==> src/rtl/tail_light_pkg.sv <==
`default_nettype none
// ============================================================================
// Module      : tail_light_pkg
// Description : Shared encodings for the tail-light sequencer: grant/mode
//               codes, per-step LED cluster patterns, 7-segment glyphs and
//               small lookup helpers used by the sequencer.
// Revision    : 1.0 - initial release
// ============================================================================
package tail_light_pkg;

    typedef enum logic [1:0] {
        MODE_IDLE   = 2'b00,
        MODE_RIGHT  = 2'b01,
        MODE_LEFT   = 2'b10,
        MODE_HAZARD = 2'b11
    } mode_t;

    // Cluster patterns indexed by step. PAT_RIGHT drives led[2:0],
    // PAT_LEFT drives led[9:7] (bit 9 lights first).
    localparam logic [2:0] PAT_RIGHT [0:3] = '{3'b001, 3'b011, 3'b111, 3'b000};
    localparam logic [2:0] PAT_LEFT  [0:3] = '{3'b100, 3'b110, 3'b111, 3'b000};
    localparam logic [2:0] PAT_HAZ_ON      = 3'b111;

    // Active-low 7-segment glyphs, bit order {dp, g, f, e, d, c, b, a}.
    localparam logic [7:0] C_GLYPH_BLANK  = 8'b1111_1111;
    localparam logic [7:0] C_GLYPH_IDLE   = 8'b1011_1111;  // "-"
    localparam logic [7:0] C_GLYPH_RIGHT  = 8'b1010_1111;  // "r"
    localparam logic [7:0] C_GLYPH_LEFT   = 8'b1100_0111;  // "L"
    localparam logic [7:0] C_GLYPH_HAZARD = 8'b1000_1001;  // "H"

    // Full 10-bit LED word for a given mode and step.
    function automatic logic [9:0] led_pattern(input mode_t m, input logic [1:0] step);
        logic [9:0] v;
        v = '0;
        case (m)
            MODE_RIGHT:  v[2:0] = PAT_RIGHT[step];
            MODE_LEFT:   v[9:7] = PAT_LEFT[step];
            MODE_HAZARD: begin
                // Blink: on for even steps, off for odd steps.
                if (!step[0]) begin
                    v[9:7] = PAT_HAZ_ON;
                    v[2:0] = PAT_HAZ_ON;
                end
            end
            default: v = '0;
        endcase
        return v;
    endfunction

    function automatic logic [7:0] mode_glyph(input mode_t m);
        logic [7:0] g;
        g = C_GLYPH_BLANK;
        case (m)
            MODE_IDLE:   g = C_GLYPH_IDLE;
            MODE_RIGHT:  g = C_GLYPH_RIGHT;
            MODE_LEFT:   g = C_GLYPH_LEFT;
            MODE_HAZARD: g = C_GLYPH_HAZARD;
            default:     g = C_GLYPH_BLANK;
        endcase
        return g;
    endfunction

endpackage
`default_nettype wire

==> src/rtl/tail_light_sequencer_tick_prescaler.sv <==
`default_nettype none
// ============================================================================
// Module      : tick_prescaler
// Description : Free-running 0..TICK_DIV-1 counter that emits a one-cycle
//               tick while the count sits at its terminal value. A
//               synchronous clear restarts the count at 0.
// Ports       : clk     - clock, rising edge
//               reset_n - asynchronous active-low reset
//               clr     - synchronous clear (holds count at 0)
//               tick    - high while count == TICK_DIV-1
// Revision    : 1.0 - initial release
// ============================================================================
module tick_prescaler #(
    parameter int TICK_DIV = 5000000
) (
    input  logic clk,
    input  logic reset_n,
    input  logic clr,
    output logic tick
);

    localparam int              C_CNT_W = (TICK_DIV > 2) ? $clog2(TICK_DIV) : 1;
    localparam logic [C_CNT_W-1:0] C_LAST = C_CNT_W'(TICK_DIV - 1);

    logic [C_CNT_W-1:0] r_count;

    always_ff @(posedge clk or negedge reset_n) begin
        if (!reset_n) begin
            r_count <= '0;
        end else if (clr || (r_count == C_LAST)) begin
            r_count <= '0;
        end else begin
            r_count <= r_count + 1'b1;
        end
    end

    assign tick = (r_count == C_LAST);

endmodule
`default_nettype wire

==> src/rtl/tail_light_sequencer.sv <==
`default_nettype none
// ============================================================================
// Module      : tail_light_sequencer
// Description : Owns the ten red LEDs and shares them between hazard, right
//               turn and left turn by fixed priority (hazard > turn). Each
//               granted mode sweeps or blinks a 4-step pattern, one step per
//               prescaler tick. A grant change restarts the new pattern at
//               step 0 with a fresh prescaler period.
// Ports       : ADC_CLK_10 - system clock
//               reset_n    - asynchronous active-low reset
//               turn_en    - turn enable (async)
//               turn_dir   - 1 = right, 0 = left (async)
//               hazard_en  - hazard enable (async)
//               led[9:0]   - registered LED drive
//               mode[1:0]  - registered grant
//               hex_mode   - registered 7-seg glyph of the grant
//                            (only with TAIL_LIGHT_HEX_EN defined)
//               tick       - one-cycle pulse at each step boundary
// Options     : TAIL_LIGHT_HEX_EN - adds the hex_mode output
// Revision    : 1.0 - initial release
// ============================================================================
module tail_light_sequencer
    import tail_light_pkg::*;
#(
    parameter int TICK_DIV    = 5000000,
    parameter int SYNC_STAGES = 2
) (
    input  logic       ADC_CLK_10,
    input  logic       reset_n,
    input  logic       turn_en,
    input  logic       turn_dir,
    input  logic       hazard_en,
    output logic [9:0] led,
    output logic [1:0] mode,
`ifdef TAIL_LIGHT_HEX_EN
    output logic [7:0] hex_mode,
`endif
    output logic       tick
);

    // ------------------------------------------------------------------
    // Input synchronizers, bit order {hazard_en, turn_en, turn_dir}
    // ------------------------------------------------------------------
    logic [2:0] w_async_in;
    logic [2:0] r_sync [SYNC_STAGES];
    logic       s_haz;
    logic       s_turn_en;
    logic       s_dir;

    assign w_async_in = {hazard_en, turn_en, turn_dir};

    genvar gi;
    generate
        for (gi = 0; gi < SYNC_STAGES; gi++) begin : g_sync
            if (gi == 0) begin : g_first
                always_ff @(posedge ADC_CLK_10 or negedge reset_n) begin
                    if (!reset_n) r_sync[gi] <= '0;
                    else          r_sync[gi] <= w_async_in;
                end
            end else begin : g_rest
                always_ff @(posedge ADC_CLK_10 or negedge reset_n) begin
                    if (!reset_n) r_sync[gi] <= '0;
                    else          r_sync[gi] <= r_sync[gi-1];
                end
            end
        end
    endgenerate

    assign s_haz     = r_sync[SYNC_STAGES-1][2];
    assign s_turn_en = r_sync[SYNC_STAGES-1][1];
    assign s_dir     = r_sync[SYNC_STAGES-1][0];

    // ------------------------------------------------------------------
    // Sequencer state
    // ------------------------------------------------------------------
    mode_t       r_mode;
    logic [1:0]  r_step;
    logic [9:0]  r_led;

    mode_t       w_mode_arb;
    mode_t       w_mode_nxt;
    logic [1:0]  w_step_nxt;
    logic [9:0]  w_led_nxt;
    logic [1:0]  w_step_inc;
    logic        w_change;
    logic        w_tick;
    logic        w_pre_clr;

    // Prescaler restarts on every grant change and is parked in IDLE, so a
    // new pattern always gets a full first step.
    assign w_pre_clr = w_change || (r_mode == MODE_IDLE);

    tick_prescaler #(
        .TICK_DIV (TICK_DIV)
    ) u_prescaler (
        .clk     (ADC_CLK_10),
        .reset_n (reset_n),
        .clr     (w_pre_clr),
        .tick    (w_tick)
    );

    always_ff @(posedge ADC_CLK_10 or negedge reset_n) begin
        if (!reset_n) begin
            r_mode <= MODE_IDLE;
            r_step <= 2'd0;
            r_led  <= '0;
        end else begin
            r_mode <= w_mode_nxt;
            r_step <= w_step_nxt;
            r_led  <= w_led_nxt;
        end
    end

    assign w_step_inc = r_step + 2'd1;

    always_comb begin
        w_mode_arb = MODE_IDLE;
        w_mode_nxt = r_mode;
        w_step_nxt = r_step;
        w_led_nxt  = r_led;
        w_change   = 1'b0;

        if (s_haz)          w_mode_arb = MODE_HAZARD;
        else if (s_turn_en) w_mode_arb = s_dir ? MODE_RIGHT : MODE_LEFT;
        else                w_mode_arb = MODE_IDLE;

        w_change = (w_mode_arb != r_mode);

        // A grant change takes priority over a coincident tick.
        if (w_change) begin
            w_mode_nxt = w_mode_arb;
            w_step_nxt = 2'd0;
            w_led_nxt  = led_pattern(w_mode_arb, 2'd0);
        end else if (w_tick && (r_mode != MODE_IDLE)) begin
            w_step_nxt = w_step_inc;
            w_led_nxt  = led_pattern(r_mode, w_step_inc);
        end
    end

    assign led  = r_led;
    assign mode = r_mode;
    // Prescaler count is parked at 0 in IDLE and under reset, so this is
    // only ever high in an active mode.
    assign tick = w_tick && (r_mode != MODE_IDLE);

`ifdef TAIL_LIGHT_HEX_EN
    logic [7:0] r_hex;

    always_ff @(posedge ADC_CLK_10 or negedge reset_n) begin
        if (!reset_n) r_hex <= C_GLYPH_BLANK;
        else          r_hex <= mode_glyph(w_mode_nxt);
    end

    assign hex_mode = r_hex;
`endif

endmodule
`default_nettype wire
==> config.mk <==
export PLATFORM = sky130hd
export DESIGN_NAME = tail_light_sequencer
export DESIGN_NICKNAME = d
export VERILOG_FILES = /design/src/rtl/tail_light_pkg.sv /design/src/rtl/tail_light_sequencer_tick_prescaler.sv /design/src/rtl/tail_light_sequencer.sv
export SDC_FILE = /design/constraint.sdc
export NUM_CORES = 1
export LEC_CHECK = 0
export BUFFER_PORTS_ARGS = -buffer_cell sky130_fd_sc_hd__buf_2
export CAP_MARGIN = 20
export CORE_ASPECT_RATIO = 0.9
export CORE_MARGIN = 4
export CORE_UTILIZATION = 50
export CTS_CLUSTER_SIZE = 8
export DETAILED_ROUTE_END_ITERATION = 16
export PLACE_DENSITY = 0.69
export SLEW_MARGIN = 20
export SYNTH_ARGS = -nofsm -noshare
export SYNTH_HDL_FRONTEND = slang
export SYNTH_SLANG_ARGS = --single-unit
==> constraint.sdc <==
create_clock -name ADC_CLK_10 -period 3.3 [get_ports ADC_CLK_10]
set_clock_uncertainty 0.2 [all_clocks]
set_input_delay 0.165 -clock ADC_CLK_10 [delete_from_list [all_inputs] [get_ports ADC_CLK_10]]
set_output_delay 0.165 -clock ADC_CLK_10 [all_outputs]
set_load 0.005 [all_outputs]
==> impl_summary.txt <==
----------------------------------------------------
[Run status]
  Run status ... complete, no violations

[Timing]
  Max-slew violations ... 0
  Final critical-path required period ... 2.731 ns
  Max Freq ... 366.2 MHz
  Final hold slack ... 0.1609 ns
  Final-layout setup total negative slack ... 0 ns
  Worst-Margin Slew ... 0.8403 ns
  Setup WS post-layout ... ~0.57 ns
  Setup repair after global routing missed its margin ... no
  Slew Limit Headroom ... 43.98%
  Setup violations, final ... 0
  Final number of hold-violating endpoints ... 0
  Post-route clock period utilization ... 82.75%

[Placed design]
  Half-perimeter wire length of the detailed placement result ... 2640 um
  Cell Count Post-Placement ... about 250
  Routability congestion estimate from global placement ... 0.8586
  Pre-CTS setup slack ... 0.6802 ns
  Count of buffers from port buffering ... 13

[CTS]
  H-tree lvl count ... 2
  Clock latency at the later pin of the worst-skew pair ... slightly below 0.3 ns
  Root buffer cell ... sky130_fd_sc_hd__clkbuf_8
  CTS max path bufs ... 2
  Number of clock buffers inserted by TritonCTS ... 5
  Number of buffers inserted to repair setup after CTS ... 0
  CTS tree ... done
  Clock transition at the register clock pins on the worst setup and hold paths after CTS ... 0.07 ns
  Clock net sink count ... 39

[Global route]
  Wire length of the first global-routing pass ... between 6000 and 7000 um
  Initial antenna violation count ... 0
  Via count of the first global-routing pass ... 1452
  Global-route track usage on met2 ... 29.87%
  GR Layer Usage met1 ... 21.62%
  Global-route usage over all layers ... 17.76%
  Routing layer with the top usage in global route ... met2
  Global route total overflow ... 0
  Largest net degree at the start of global routing ... 40
  Global routing usage on met3 ... 4.911%

[Synth]
  Prevailing post-synth register cell ... sky130_fd_sc_hd__dfrtp_1
  Sequential element share of the synthesized area ... 50.19%
  Synthesis Warnings ... 0
  Post-synth EDFFs ... 0
  Gate count of the mapped netlist ... 200
  Count of different cell masters after synthesis ... 39
  Flip-flop and latch count after synthesis ... 39
  Avg Inst Size Synth ... 9.722 um^2
  Share of async-settable or async-resettable flops after synthesis ... 100.0%
  Cell area after synthesis ... slightly below 2000 um^2

[Finish]
  Leading cell types in the layout, fill and taps excluded ... sky130_fd_sc_hd__dfrtp_1 (39), sky130_fd_sc_hd__nor2_1 (32), sky130_fd_sc_hd__xnor2_1 (18), sky130_fd_sc_hd__buf_2 (13)
  Finished Layout Cells ... around 260
  Fill cell instance count of the final layout ... between 300 and 400
  Post-route core utilization ... 57.51%
  Diodes inserted ... 0
  Signed area change from the synthesized netlist to the final layout ... 10.36%
  Most common cell after layout, fill and taps aside ... sky130_fd_sc_hd__dfrtp_1
  Nets ... 225
  Share of layout cells above drive strength 1 ... 11.98%

[Floorplanning]
  Height of the die ... 67.16 um
  Area of the placeable core ... 3731 um^2
  Number of ports placed on the die boundary ... 18
  Die extent in x ... 73.73 um
  Die Footprint ... between 4000 and 5000 um^2
  Core Rows ... 21
  Starting density of the core ... 52.11%

[Worst setup path]
  Buffer and inverter count on the worst path ... 2
  Crit-path max cell delay ... 0.80 ns
  Startpoint types ... flop
  Setup CP Type ... reg2out
  Critical path fanouts, max ... 10
  Worst path required time ... slightly below 3 ns
  Endpoint class of the critical path ... output pin
  CP delay by family, top ... simple AND/OR/NAND/NOR gates
  Critical path, cell by cell ... nand4b_1, or4_1, or4b_1, inv_1, buf_2
  Crit path arrival time ... 2.37 ns
  Slowest-stage cell, CP ... sky130_fd_sc_hd__or4b_1

[Drt]
  Routed via count divided by cell count ... 5.460
  Routed wirelength normalized by instance count ... 14.39 um
  Aggregate routed wire length ... approximately 3800 um
  Number of design-rule violations left by the first detailed-router iteration ... 166
  Vias ... 1436
  Count of nets left with antenna violations after detail routing ... 0
  Number of DRC violations after detailed routing ... 0
  Drt first pass iters ... 4

[Power]
  Power per standard cell area ... 417.1 nW/um^2
  Lkg Pwr ... 0.9335 nW
  Worst voltage drop across the vdd grid ... 281.9 uV

[Worst hold path]
  Type of the worst min-delay path ... reg2reg

[Run]
  Count of max-cap constraint violations ... 0

----------------------------------------------------
==> routing by layer <==
layer  routed length (um)  up-vias
met4                   48        0
met1                 1690      698
met2                 1860       35
met5                    0        -
met3                  184        8
li1                     -      695
==> flip-flops by register name, indices dropped and copies added (netlist names) <==
register and count:
r_sync 6, r_step 2, mode 2, led 6, u_prescaler.r_count 23
==> worst reg2reg max path: cells and delay by family (launching register included) <==
kind,cells,cell delay [ns]
DFF,1,0.42
muxes,1,0.30
and+or+nand+nor,4,1.61
==> cells in the mapped netlist (2+ instances only) <==
cell type / n / share of area (%)
sky130_fd_sc_hd__nor3_1: 9 / 2.3
sky130_fd_sc_hd__nand4b_1: 2 / 0.90
sky130_fd_sc_hd__a21boi_0: 5 / 1.9
sky130_fd_sc_hd__and3_1: 2 / 0.64
sky130_fd_sc_hd__xnor2_1: 18 / 8.1
sky130_fd_sc_hd__xor2_1: 3 / 1.4
sky130_fd_sc_hd__o21ai_0: 7 / 1.8
sky130_fd_sc_hd__a21oi_1: 2 / 0.51
sky130_fd_sc_hd__buf_4: 4 / 1.5
sky130_fd_sc_hd__buf_2: 2 / 0.51
sky130_fd_sc_hd__nand4_1: 4 / 1.3
sky130_fd_sc_hd__inv_1: 11 / 2.1
sky130_fd_sc_hd__nand2b_1: 2 / 0.64
sky130_fd_sc_hd__dfrtp_1: 39 / 50
sky130_fd_sc_hd__or3_1: 5 / 1.6
sky130_fd_sc_hd__nand2_1: 11 / 2.1
sky130_fd_sc_hd__clkbuf_1: 5 / 0.97
sky130_fd_sc_hd__ha_1: 3 / 1.9
sky130_fd_sc_hd__mux2i_1: 5 / 2.6
sky130_fd_sc_hd__nand3_1: 9 / 2.3
sky130_fd_sc_hd__nor2_1: 32 / 6.2
sky130_fd_sc_hd__nor4_1: 3 / 0.97
==> repair_timing <==
| action | 4_1_cts | 5_1_grt |
|---|---|---|
| hold buffers | 4 | 0 |
| endpoints found under the hold margin | 42 | 0 |
| gates resized for setup | 0 | 0 |
==> final timing paths <==
path | endpoint | cells past startpoint | slack (ns) | start
setup / recovery | tick | 5 | 0.57 | u_prescaler.r_count[12]$_DFF_PN0_
hold / removal | r_sync[0]$_DFF_PN0_ | 0 | 0.16 | r_sync[3]$_DFF_PN0_
setup reg to reg | led[9]$_DFFE_PN0P_ | 5 | 0.66 | u_prescaler.r_count[12]$_DFF_PN0_
hold reg to reg | r_sync[0]$_DFF_PN0_ | 0 | 0.16 | r_sync[3]$_DFF_PN0_
max in group asynchronous | u_prescaler.r_count[9]$_DFF_PN0_ | 2 | 2.06 | reset_n
min in group asynchronous | led[1]$_DFFE_PN0P_ | 2 | 0.31 | reset_n
==> through the flow <==
stage	cell area, um^2	total power, mW
2_1_floorplan	1956	0.5648
4_1_cts	2146	0.9051
6_report	2146	0.8950
3_3_place_gp	2023	0.5919
3_5_place_dp	2023	0.5969
5_1_grt	2146	0.9416
==> area by class of cell <==
type / count / area, um^2 / area share (%)
Multi-Input combinational cell: 141 / 868.3 / 40.47
Sequential cell: 39 / 975.9 / 45.48
Timing Repair Buffer: 19 / 120.1 / 5.598
Clock inverter: 2 / 13.76 / 0.6414
Clock buffer: 5 / 68.82 / 3.207
Inverter: 11 / 41.29 / 1.924
Tap cell: 46 / 57.56 / 2.682
==> cell families (layout without fill, tap and decap cells) <==
logic type,Yosys count,in the layout,share of synthesized area (%)
AOI/OAI and AO/OA,21,21,7.208
xor gates and xnor gates,21,21,9.460
adders and majority gates,3,3,1.931
buffers and inverters,23,37,5.727
DFF,39,39,50.19
muxes,6,6,3.346
other,1,4,0.1929
and+or+nand+nor,86,86,21.94
==> power breakdown <==
group	total [mW]	leakage (nW)	internal, mW	switching, mW
registers	0.513	0.511	0.495	0.0174
clock network	0.305	0.0440	0.144	0.161
logic	0.0776	0.378	0.0352	0.0424
total	0.895	0.934	0.675	0.220
No activity file was read; power rests on OpenSTA's default activity.
